**src/rtl/rc_pkg.sv**
```systemverilog
// ---------------------------------------------------------------------------
// rc_pkg: shared formats and saturation patterns for the RC TX/RX filters. Rev 1.0
// ---------------------------------------------------------------------------
`default_nettype none

package rc_pkg;

  localparam int RC_NB_SAMPLE   = 8;
  localparam int RC_NBF_SAMPLE  = 7;
  localparam int RC_NB_COEFFS   = 8;
  localparam int RC_NBF_COEFFS  = 7;
  localparam int RC_N_COEFFS    = 6;
  localparam int RC_NB_OUTPUT   = 8;
  localparam int RC_NBF_OUTPUT  = 7;
  localparam int RC_OS_FACTOR   = 4;
  localparam int RC_NB_PHASE    = 2;

  localparam logic [RC_NB_OUTPUT-1:0] SAT_POS = {1'b0, {(RC_NB_OUTPUT-1){1'b1}}};
  localparam logic [RC_NB_OUTPUT-1:0] SAT_NEG = {1'b1, {(RC_NB_OUTPUT-1){1'b0}}};

  // Three guard bits cover the growth of up to eight summed products.
  function automatic int nb_adder(input int nb_s, input int nb_c);
    return nb_s + nb_c + 3;
  endfunction

  function automatic int nbf_adder(input int nbf_s, input int nbf_c);
    return nbf_s + nbf_c;
  endfunction

endpackage

`default_nettype wire

```
**src/rtl/rc_sat_trunc.sv**
```systemverilog
// ---------------------------------------------------------------------------
// rc_sat_trunc: combinational fractional truncation and integer saturation. Rev 1.0
// ---------------------------------------------------------------------------
`default_nettype none

module rc_sat_trunc #(
  parameter int NB_IN   = 19,
  parameter int NBF_IN  = 14,
  parameter int NB_OUT  = 8,
  parameter int NBF_OUT = 7
) (
  input  logic [NB_IN-1:0]  i_data,
  output logic [NB_OUT-1:0] o_data,
  output logic              o_nonneg
);

  localparam int NB_TR = NB_IN - (NBF_IN - NBF_OUT);
  localparam int NB_HI = NB_TR - NB_OUT + 1;
  localparam logic signed [NB_IN-1:0] c_zero = '0;

  logic [NB_TR-1:0] w_trunc;
  logic [NB_HI-1:0] w_hi;
  logic             w_ovf;

  assign w_trunc  = i_data[NB_IN-1 -: NB_TR];
  assign w_hi     = w_trunc[NB_TR-1 -: NB_HI];
  // In range only when the dropped integer bits all replicate the kept sign bit.
  assign w_ovf    = ~((&w_hi) | ~(|w_hi));
  assign o_nonneg = ($signed(i_data) >= c_zero);

  always_comb begin
    o_data = w_trunc[NB_OUT-1:0];
    if (w_ovf) begin
      if (w_trunc[NB_TR-1]) o_data = {1'b1, {(NB_OUT-1){1'b0}}};
      else                  o_data = {1'b0, {(NB_OUT-1){1'b1}}};
    end
  end

endmodule

`default_nettype wire

```
**src/rtl/rc_rx.sv**
```systemverilog
// ---------------------------------------------------------------------------
// rc_rx: BPSK raised-cosine matched FIR, decimator and slicer. Rev 1.0
// Soft (saturated) filter output is built only with RC_RX_SOFT_OUT_EN defined.
// ---------------------------------------------------------------------------
`default_nettype none

module rc_rx
  import rc_pkg::*;
#(
  parameter int NB_SAMPLE  = RC_NB_SAMPLE,
  parameter int NB_COEFFS  = RC_NB_COEFFS,
  parameter int N_COEFFS   = RC_N_COEFFS,
`ifdef RC_RX_SOFT_OUT_EN
  parameter int NBF_SAMPLE = RC_NBF_SAMPLE,
  parameter int NBF_COEFFS = RC_NBF_COEFFS,
  parameter int NB_OUTPUT  = RC_NB_OUTPUT,
  parameter int NBF_OUTPUT = RC_NBF_OUTPUT,
`endif
  parameter int OS_FACTOR  = RC_OS_FACTOR,
  parameter int NB_PHASE   = RC_NB_PHASE
) (
  input  logic                          clock,
  input  logic                          i_reset,
  input  logic                          i_enable,
  input  logic                          i_valid,
  input  logic [NB_SAMPLE-1:0]          i_sample,
  input  logic [N_COEFFS*NB_COEFFS-1:0] i_coeffs,
  input  logic [NB_PHASE-1:0]           i_phase,
  output logic                          o_bit,
  output logic                          o_bit_valid
`ifdef RC_RX_SOFT_OUT_EN
  ,
  output logic [NB_OUTPUT-1:0]          o_filt
`endif
);

  localparam int NB_PROD  = NB_SAMPLE + NB_COEFFS;
  localparam int NB_ADDER = nb_adder(NB_SAMPLE, NB_COEFFS);

  logic signed [NB_SAMPLE-1:0] r_dly  [N_COEFFS];
  logic signed [NB_COEFFS-1:0] w_coef [N_COEFFS];
  logic signed [NB_PROD-1:0]   r_prod [N_COEFFS];
  logic [NB_PHASE-1:0]         r_cnt;
  logic                        r_hit0;
  logic                        r_hit1;
  logic signed [NB_ADDER-1:0]  w_sum;
  logic                        w_nonneg;

  for (genvar k = 0; k < N_COEFFS; k++) begin : g_coef
    assign w_coef[k] = i_coeffs[(k+1)*NB_COEFFS-1 -: NB_COEFFS];
  end

  // Delay line, phase counter and hit tag; the tag uses the pre-increment count.
  always_ff @(posedge clock or negedge i_reset) begin
    if (!i_reset) begin
      for (int k = 0; k < N_COEFFS; k++) r_dly[k] <= '0;
      r_cnt  <= '0;
      r_hit0 <= 1'b0;
    end else if (i_enable) begin
      r_hit0 <= i_valid & (r_cnt == i_phase);
      if (i_valid) begin
        r_dly[0] <= i_sample;
        for (int k = 1; k < N_COEFFS; k++) r_dly[k] <= r_dly[k-1];
        r_cnt <= (r_cnt == NB_PHASE'(OS_FACTOR-1)) ? '0 : r_cnt + NB_PHASE'(1);
      end
    end
  end

  always_ff @(posedge clock or negedge i_reset) begin
    if (!i_reset) begin
      for (int k = 0; k < N_COEFFS; k++) r_prod[k] <= '0;
      r_hit1 <= 1'b0;
    end else if (i_enable) begin
      for (int k = 0; k < N_COEFFS; k++) r_prod[k] <= NB_PROD'(r_dly[k]) * NB_PROD'(w_coef[k]);
      r_hit1 <= r_hit0;
    end
  end

  always_comb begin
    w_sum = '0;
    for (int k = 0; k < N_COEFFS; k++) w_sum = w_sum + NB_ADDER'(r_prod[k]);
  end

`ifdef RC_RX_SOFT_OUT_EN
  logic [NB_OUTPUT-1:0] w_sat;

  rc_sat_trunc #(
    .NB_IN   (NB_ADDER),
    .NBF_IN  (nbf_adder(NBF_SAMPLE, NBF_COEFFS)),
    .NB_OUT  (NB_OUTPUT),
    .NBF_OUT (NBF_OUTPUT)
  ) u_sat (
    .i_data   (w_sum),
    .o_data   (w_sat),
    .o_nonneg (w_nonneg)
  );

  always_ff @(posedge clock or negedge i_reset) begin
    if (!i_reset)                o_filt <= '0;
    else if (i_enable && r_hit1) o_filt <= w_sat;
  end
`else
  localparam logic signed [NB_ADDER-1:0] c_zero = '0;
  assign w_nonneg = (w_sum >= c_zero);
`endif

  // Zero slices to 1 to match the transmit mapping (bit 1 selects +coeff).
  always_ff @(posedge clock or negedge i_reset) begin
    if (!i_reset) begin
      o_bit       <= 1'b0;
      o_bit_valid <= 1'b0;
    end else if (!i_enable) begin
      o_bit_valid <= 1'b0;
    end else begin
      o_bit_valid <= r_hit1;
      if (r_hit1) o_bit <= w_nonneg;
    end
  end

endmodule

`default_nettype wire

```
**config.mk**
```make
export PLATFORM = sky130hd
export DESIGN_NAME = rc_rx
export DESIGN_NICKNAME = d
export VERILOG_FILES = /design/src/rtl/rc_pkg.sv /design/src/rtl/rc_sat_trunc.sv /design/src/rtl/rc_rx.sv
export SDC_FILE = /design/constraint.sdc
export NUM_CORES = 1
export LEC_CHECK = 0
export ABC_CLOCK_PERIOD_IN_PS = 4000
export BUFFER_PORTS_ARGS = -buffer_cell sky130_fd_sc_hd__buf_2
export CAP_MARGIN = 25
export CORE_AREA = 5 5 242 244
export CTS_BUF_LIST = sky130_fd_sc_hd__clkbuf_16
export DETAILED_ROUTE_END_ITERATION = 8
export DIE_AREA = 0 0 247 249
export SYNTH_ARGS = -nofsm -noshare
export SYNTH_HDL_FRONTEND = slang
export SYNTH_SLANG_ARGS = --single-unit
```
**constraint.sdc**
```tcl
create_clock -name clock -period 4 [get_ports clock]
set_input_delay 0.4 -clock clock [delete_from_list [all_inputs] [get_ports clock]]
set_output_delay 0.4 -clock clock [all_outputs]
set_load 0.1 [all_outputs]
```
Word level (Yosys, flattened, before mapping) --
Index checks and enable logic that the tools add are counted. Widths: inputs -> output; s select.
Word-level totals: output and inout port bits 2, input port bits 62, bits in registers 150
Operators by class: add/sub/neg operators 6, multiply operators 6, muxes and demuxes 2, $lt $le $gt $ge 1, equal/unequal tests 2, bitwise operators 1, reductions and logical operators 2
Operator list (number):
- $mul 8x8->16 | 6
- $add 19x16->19 | 2
- $add 18x16->19 | 1
- $ge 19x1->1 const B | 1
- $add 17x16->18 | 1
- $add 16x16->17 | 1
- $reduce_and 2->1 | 2
- $add 2x1->2 const B | 1
- $eq 2x2->1 | 1
- $eq 2x2->1 const B | 1
- $mux 2 | 1
- $and 1x1->1 | 1
- $mux 1 | 1

Depth between registers and ports, before layout --
Gate-level depths: netlist of the first run.
depth in word-level cells 6, depth in mapped cells 17, depth with buffers taken out 17

Worst setup path before layout of the first run --
OpenSTA, ideal clock, no wires.
kind register to register, start reg r_dly[31] (netlist bit), end reg r_prod[62] (netlist bit), stages on the path, launching flop included 18, slack -0.295 ns, buffers on the path 1, arrival 4.163 ns, library setup time 0.131 ns, cells stage by stage dfrtp_1 -> clkbuf_1 -> and2_1 -> fa_1 -> inv_1 -> fa_1 -> inv_1 -> fa_1 -> inv_1 -> fa_1 -> inv_1 -> ha_1 -> o21a_1 -> o31ai_2 -> a21oi_1 -> o41ai_2 -> nor3_1 -> or3_1
On the way: cells in the longest elaborated chain, start to end 1
Ends and longest elaborated chain:
- start, declared | RTL line rc_rx.sv:40 | logic signed [NB_SAMPLE-1:0] r_dly [N_COEFFS];
- $mul 8x8->16 | RTL line rc_rx.sv:74 | for (int k = 0; k < N_COEFFS; k++) r_prod[k] <= NB_PROD'(r_dly[k]) * NB_PROD'(w_coef[k]);
- end, declared | RTL line rc_rx.sv:42 | logic signed [NB_PROD-1:0] r_prod [N_COEFFS];
Every way passes these cells. A chain may end at the register's enable or synchronous reset.

Worst setup path after layout of the first run --
start reg r_dly[30] (netlist bit), end reg r_prod[63] (netlist bit)
Same word-level chain as after synthesis.

==> impl_metrics.yaml, run 1 <==
synth:
  ys.flop_type: "dfrtp_1"
  ys_ff_latch: 150
  synth_top_area_frac: 0.359
  synth.avg_cell_area_um2: 10.1
  netlist_area_um2: 22100
  yosysWarnings: 0
  syn_nets: 2844
  synth_xor_xnor_area_share: 0.0301
  synth_top_area_cell: "fa_1"
  synth_edf_count: 0
  synthSimpleGateAreaFrac: 0.121
  synth_cells: 2195
  synth_top_family_by_area: "adder cells"
  seq_area_frac_synth: 0.170
  synth_mux_area_frac: 0.0492
  yosys.area_share.adder: 0.467
  synth_compound_area_frac: 0.0696
  synthTopCellsByArea: "fa_1 (36%), dfrtp_1 (17%), ha_1 (11%), inv_1 (8.5%), and2_1 (6.4%)"
  ys_types: 45
  async_flop_share: 1.00
route:
  via_count: 15900
  drc: 0
  ant_nets: 0
  drt_iter0_drc: 584
  drt_first_pass_iters: 4
  wl_mm: 53.5
  wl_per_cell_um: 16.0
  viasPerCell: 4.77
place:
  pre_cts_ws_ns: -0.521
  port_buffers: 63
  place.detailed.hpwl_mm: 44.5
  gp_congestion: 0.843
status:
  violations: "negative setup slack"
  outcome: "complete, but fails checks"
cts:
  ctsRootBufferMaster: "clkbuf_16"
  clk_latency_ns: 0.45
  clockBufferDepth: 2
  htree_levels: 4
  cts_buffers: 17
  clkTransAtPathRegs_ns: 0.07
  cts_sinks: 150
  cts_tree: "done"
critical_path:
  worstPathArrival_ns: 4.59
  max_stage_delay_ns: 0.53
  crit_top_cell: "fa_1"
  worstPathMaxFanout: 6
  cpLargestDelayFamily: "adder cells"
  path_buf_inv: 4
  start_kind: "flip-flop"
  crit_path_cell_trace: "and2_4 -> fa_1 -> inv_2 -> fa_1 -> inv_2 -> fa_1 -> inv_1 -> fa_1 -> inv_2 -> ha_4 -> o211ai_1 -> o21ai_2 -> o2111ai_2 -> a31oi_1 -> or3_1 -> a31o_1"
  critPathSlowestCell: "fa_1"
  worst_setup_path_end_kind: "flip-flop"
  worstSetupPathType: "reg2reg"
  crit_required_ns: 4.33
floorplanning:
  core.rowCount: 87
  die-area_um2: 61500
  die_x_um: 247
  io_pins: 64
  start_util: 0.394
  coreArea_um2: 56100
  die_h_um: 249
timing:
  fmax_ghz: 0.235
  final-max-slew-violation-count: 0
  rsz0062_at_grt: "yes"
  finalSetupViolCount: 36
  finalHoldViolCount: 0
  finalWorstSetupSlack_ns: -0.256
  period_needed_ns: 4.26
  slew_headroom: 0.283
  tightest_slew_ns: 1.07
  min_period_over_period: 1.06
  fin_worst_skew_ns: 0.0146
global_routing:
  grt_first_pass_wirelength_mm: 90.4
  grt_max_degree: 96
  grtUsageTotal: 0.181
  antenna_found_initial: 2
  grt_pass1_vias: 18000
  global_route.overflow_total: 0
cells_and_area:
  area_growth_pct: 25.9
  fin_nets: 3225
  n_antenna_cell: 0
  drive_gt1_frac: 0.323
flow_run:
  max_cap_violations: 0
min_path:
  hold_path_class: "in2reg"
-- Yosys cell counts, types with 35 or more instances --
master and instances:
and2_1 227, clkbuf_1 43, dfrtp_1 150, fa_1 396, ha_1 191, inv_1 500, mux2_2 93, nand2_1 155
nand2b_1 35, nor3_1 40, o21a_1 47, o21ai_0 64, xnor2_1 59
-- worst paths after layout --
kind                                  start  cells after the start          to  slack, ns
worst min-delay path            i_sample[2]                      2   r_dly[42]       0.19
worst max-delay path              r_dly[30]                     16  r_prod[63]      -0.26
min in group asynchronous           i_reset                      2    r_cnt[1]       0.39
worst max register to register    r_dly[30]                     16  r_prod[63]      -0.26
max in group asynchronous           i_reset                      4   r_dly[14]       2.61
worst min register to register   r_prod[92]                      2  r_prod[92]       0.49
-- metal layers --
layer	wire length, um	part of all wire	GRT usage	up-vias
met3	1160	0.022	0.0249	64
met1	22600	0.42	0.227	8173
li1	-	-	-	7520
met4	1540	0.029	0.0499	2
met5	9	0.00017	0	-
met2	28100	0.53	0.327	187
-- timing repair --
action / 4_1_cts / 5_1_grt
hold buffers: 0 / 1
hold endpoints to repair: 0 / 21
pin swaps: 132 / 71
gates resized for setup: 170 / 129
setup buffers: 27 / 9
endpoints found under the setup margin: 45 / 48
-- layout make-up --
cell class,count,area (um^2)
well taps,756,946
repair buffers,411,3110
inverters,501,1880
fillers,5092,28200
multi-input cells,1495,17500
clock buffers,17,425
clock inverters,14,148
flip-flops and latches,150,3800
-- logic make-up after synthesis --
logic type               Yosys count
AO/OA/AOI/OAI                    230
XOR/XNOR                          76
adder cells (fa/ha/maj)          587
buffers and inverters            550
flip-flops                       150
multiplexers                      97
AND/OR/NAND/NOR                  505
-- stage by stage --
step / instance area [um^2] / hold slack, ns / cells / utilization / TNS (ns)
CTS: 27300 / 0.107 / 3336 / 0.487 / -4.81
global placement: 25900 / 0.467 / 3279 / 0.461 / -9.66
detailed placement: 25900 / 0.480 / 3280 / 0.462 / -11.46
global route: 27800 / 0.162 / 3344 / 0.496 / -9.94
floorplan: 22600 / 0.104 / 2195 / - / -0.426
finish: 27800 / 0.186 / 3344 / 0.496 / -4.00
-- flip-flops by register name (all words and copies together), names as in the netlist --
signal,flops
o_bit,1
o_bit_valid,1
r_cnt,2
r_dly,48
r_hit0,1
r_hit1,1
r_prod,96
-- layout by cell type (no fill, tap or decap), types with 55 or more instances in the layout --
master / n
ha_1: 145
fa_1: 378
and2_1: 181
buf_2: 61
buf_4: 317
nand2_1: 138
dfrtp_1: 111
xnor2_1: 55
inv_1: 452
mux2_2: 91
Power of run 1 is not shown: default switching activity piles up to over one toggle a cycle in this logic, so the estimate is an artifact.
==> inputs of run 2 (changes only) <==
Settings changed: CAP_MARGIN 25 to 40, SKIP_LAST_GASP set to 1.
==> run 2 against run 1 <==
  * The flow still finishes with violations (negative setup slack)
  * Cell area up 0.46%
  * Wire length is 0.45% lower
  * Clock skew fell by 0.0014 ns
  * Utilization is 0.23 points higher
  * Global-route usage decreased by 0.079 points
  * Register-to-register slack got worse by 0.02 ns
  * Sequential share of layout area is 0.067 points lower
  * Flip-flop and latch count stayed put
  * Die area did not move
  * Critical path type unchanged
  * Highest routed layer unchanged
==> impl_metrics.yaml, run 2 (synthesized netlist as in run 1, its figures left out) <==
global_routing:
  global_route.overflow_total: 0
  met3_usage: 0.0259
  grtUsageTotal: 0.181
  grt_pass1_vias: 18000
  top_usage_layer: "met2"
  grt_max_degree: 73
  grt_first_pass_wirelength_mm: 89.9
  antenna_found_initial: 2
  grt_util_met1: 0.228
  use_met2: 0.322
critical_path:
  path_buf_inv: 2
  cpLargestDelayFamily: "adder cells"
  worst_setup_path_end_kind: "flip-flop"
  worstPathMaxFanout: 6
  timing.rr.start: "r_dly[29]"
  worstSetupPathType: "reg2reg"
  reg2regPathDepth: 14
  r2r_setup_slack_ns: -0.27
  worstPathArrival_ns: 4.62
  reg2reg_to: "r_prod[63]"
  crit_path_cell_trace: "and2_4 -> fa_2 -> inv_2 -> fa_1 -> inv_1 -> fa_1 -> fa_2 -> ha_4 -> a21oi_2 -> o21ai_2 -> o2111ai_4 -> a31oi_2 -> or3_1 -> a31o_1"
  crit_required_ns: 4.34
  critPathSlowestCell: "fa_2"
  max_stage_delay_ns: 0.56
  start_kind: "flip-flop"
min_path:
  holdPathStages: 2
  hold_path_class: "in2reg"
  min_to: "r_dly[47]"
  min_from: "i_sample[7]"
route:
  wl_per_cell_um: 15.9
  ant_nets: 0
  drt_first_pass_iters: 4
  viasPerCell: 4.78
  wl_mm: 53.2
  via_count: 16000
  drc: 0
  drt_iter0_drc: 529
floorplanning:
  die_h_um: 249
  die-area_um2: 61500
  core.rowCount: 87
  io_pins: 64
  start_util: 0.394
  coreArea_um2: 56100
  die_x_um: 247
cells_and_area:
  fillers: 5001
  drive_gt1_frac: 0.318
  area_growth_pct: 26.5
  largest_reg_flops: 96
  reg_top3: "r_prod (96), r_dly (48), r_cnt (2)"
  fin_nets: 3235
  n_antenna_cell: 0
  final_cell_mix: "inv_1 (459), fa_1 (379), buf_4 (320)"
  final_common_cell: "inv_1"
  largest_register: "r_prod"
place:
  port_buffers: 63
  gp_congestion: 0.843
  place.detailed.hpwl_mm: 44.8
timing:
  finalHoldViolCount: 0
  finalSetupViolCount: 36
  fin_tns_setup_ns: -3.86
  tightest_slew_ns: 0.676
  final-max-slew-violation-count: 0
  slew_headroom: 0.549
  min_period_over_period: 1.07
  period_needed_ns: 4.27
  fmax_ghz: 0.234
  rsz0062_at_grt: "yes"
  fin_worst_skew_ns: 0.0132
  finalWorstSetupSlack_ns: -0.274
cts:
  ctsRootBufferMaster: "clkbuf_16"
  clk_latency_ns: 0.46
  clkTransAtPathRegs_ns: 0.07
  clockBufferDepth: 2
  cts_tree: "done"
  cts_buffers: 17
  htree_levels: 4
  cts_sinks: 150
status:
  outcome: "complete, but fails checks"
  violations: "negative setup slack"
flow_run:
  max_cap_violations: 0
run 2: layout make-up:
type	count	area [um^2]	area share
Multi-Input combinational cell	1495	17500	0.627
Timing Repair Buffer	421	3240	0.116
Inverter	501	1880	0.0673
Clock buffer	17	425	0.0152
Clock inverter	15	123	0.00439
Sequential cell	150	3800	0.136
Tap cell	756	946	0.0338
run 2: worst max path at each step:
stage                 start          to  cells past startpoint
2_1_floorplan     r_dly[30]  r_prod[63]                     17
3_3_place_gp   i_coeffs[34]  r_prod[29]                     17
3_5_place_dp   i_coeffs[35]  r_prod[29]                     17
4_1_cts           r_dly[31]  r_prod[63]                     16
5_1_grt           r_dly[30]  r_prod[63]                     16
6_report          r_dly[29]  r_prod[63]                     14
run 2: per-stage QoR:
step	hold slack [ns]	worst slack [ns]	instance area, um^2	util	cells
2_1_floorplan	0.104	-0.139	22600	-	2195
3_3_place_gp	0.467	-0.519	25900	0.461	3279
3_5_place_dp	0.287	-0.498	26000	0.463	3283
4_1_cts	0.153	-0.264	27400	0.488	3341
5_1_grt	0.161	-0.423	28000	0.499	3355
6_report	0.175	-0.274	28000	0.499	3355
run 2: per-layer routing:
layer / wire (um) / vias up
met5: 9 / -
met4: 1500 / 2
met1: 22600 / 8209
met3: 1320 / 93
met2: 27800 / 186
li1: - / 7540
run 2: worst reg2reg max path, cell delays in order, from the launching register on:
cell and delay [ns]:
dfrtp_2 0.47, and2_4 0.19, fa_2 0.53, inv_2 0.04
fa_1 0.52, inv_1 0.05, fa_1 0.45, fa_2 0.56
ha_4 0.21, a21oi_2 0.16, o21ai_2 0.10, o2111ai_4 0.21
a31oi_2 0.12, or3_1 0.35, a31o_1 0.21
run 2: repair_timing:
item / CTS / global route
hold buffers: 1 / 0
endpoints found under the hold margin: 23 / 0
setup buffers: 28 / 18
setup endpoints to repair: 45 / 48
gates resized for setup: 172 / 120
pin swaps: 120 / 93
Power of run 2 is left out for the same reason.
==> inputs of run 3 (changes only) <==
Settings changed: PLACE_DENSITY_LB_ADDON set to 0.05.
==> run 3 against run 2 <==
  * The flow still finishes with violations (negative setup slack)
  * Maximum frequency down 0.17%
  * Cell count about the same
  * Global-route usage up 1.0 points
  * Flip-flop and latch count unchanged
  * Wire length up 2.8%
  * Non-clock buffer count up 3
==> impl_metrics.yaml, run 3 (synthesized netlist as in run 1, its figures left out) <==
timing:
  fin_worst_skew_ns: 0.0111
  finalSetupViolCount: 36
  final-max-slew-violation-count: 0
  tightest_slew_ns: 0.881
  finalWorstSetupSlack_ns: -0.281
  finalHoldViolCount: 0
  hold_slack_ns: 0.147
  min_period_over_period: 1.07
  period_needed_ns: 4.28
  slew_headroom: 0.413
  rsz0062_at_grt: "yes"
  fmax_ghz: 0.234
  fin_tns_setup_ns: -3.81
route:
  viasPerCell: 4.67
  ant_nets: 0
  drt_first_pass_iters: 5
  via_count: 15700
  wl_per_cell_um: 16.3
  drt_iter0_drc: 485
  drc: 0
  wl_mm: 54.7
place:
  gp_congestion: 0.805
  port_buffers: 63
  place.detailed.hpwl_mm: 46.4
  pre_cts_ws_ns: -0.437
  placed_cell_area_um2: 26000
flow_run:
  max_cap_violations: 0
cells_and_area:
  multiInputGateArea_um2: 17500
  fin_nets: 3238
  final_cell_mix: "inv_1 (467), fa_1 (375), buf_4 (331)"
  drive_gt1_frac: 0.317
  fillers: 5256
  final_common_cell: "inv_1"
  final_area_um2: 27900
  reg_top3: "r_prod (96), r_dly (48), r_cnt (2)"
  area_growth_pct: 26.3
  largest_register: "r_prod"
  largest_reg_flops: 96
  n_antenna_cell: 0
  regArea_um2: 3800
global_routing:
  global_route.overflow_total: 0
  grt_pass1_vias: 17500
  antenna_found_initial: 2
  grt_max_degree: 73
  grtUsageTotal: 0.191
  grt_first_pass_wirelength_mm: 93.0
floorplanning:
  die_h_um: 249
  die_x_um: 247
  start_util: 0.394
  coreArea_um2: 56100
  core.rowCount: 87
  die-area_um2: 61500
  io_pins: 64
cts:
  htree_levels: 4
  cts_sinks: 150
  clockBufferDepth: 2
  cts_buffers: 17
  clkTransAtPathRegs_ns: 0.07
  ctsRootBufferMaster: "clkbuf_16"
  cts_tree: "done"
  clk_latency_ns: 0.48
critical_path:
  reg2regPathDepth: 16
  worstPathArrival_ns: 4.64
  worst_setup_path_end_kind: "flip-flop"
  crit_required_ns: 4.36
  worstPathMaxFanout: 6
  worstSetupPathType: "reg2reg"
  start_kind: "flip-flop"
status:
  violations: "negative setup slack"
  outcome: "complete, but fails checks"
min_path:
  holdPathStages: 2
  hold_path_class: "in2reg"
==> run 3: what timing repair did <==
| item | CTS | global route |
|---|---|---|
| setup buffers | 27 | 13 |
| pin swaps | 131 | 82 |
| hold buffers | 1 | 0 |
| hold endpoints to repair | 17 | 0 |
| endpoints found under the setup margin | 48 | 49 |
| cloned | 0 | 0 |
| resized for setup | 211 | 62 |
==> run 3: path summary, 6_finish.rpt <==
kind,from,to,slack [ns]
max,r_dly[30],r_prod[62],-0.28
min,i_sample[7],r_dly[47],0.15
max reg2reg,r_dly[30],r_prod[62],-0.28
min reg2reg,o_bit,o_bit,0.49
max in group asynchronous,i_reset,r_dly[20],2.62
min in group asynchronous,i_reset,r_dly[37],0.32
==> run 3: layout make-up <==
type                       instances  area share
clock buffer                      17      0.0152
clock inverter                    15     0.00739
inverter                         501      0.0674
multi-input combinational       1495       0.626
sequential                       150       0.136
tap                              756      0.0339
timing repair buffer             424       0.114
==> run 3: through the flow <==
step,instances,utilization
after floorplan,2195,-
after global placement,3294,0.463
after detailed placement,3295,0.464
after CTS,3350,0.493
after global routing,3358,0.498
final,3358,0.498
==> run 3: metal layers <==
metal,GRT usage,part of all wire,routed length (um),vias up
met1,0.262,0.46,25400,7959
met2,0.322,0.50,27300,119
met4,0.0462,0.018,999,0
li1,-,-,-,7555
met5,0,0,0,-
met3,0.0245,0.019,1020,39
==> run 3: critical path, cell delays in order (launching register included) <==
cell	delay, ns
dfrtp_2	0.46
and2_4	0.16
fa_1	0.50
inv_1	0.05
fa_1	0.49
inv_2	0.04
fa_1	0.52
inv_1	0.05
fa_1	0.50
inv_2	0.05
ha_4	0.21
o21a_1	0.21
o31ai_4	0.07
a21oi_2	0.11
o41ai_2	0.30
nor3_1	0.09
or3_1	0.35
Power of run 3 is left out for the same reason.
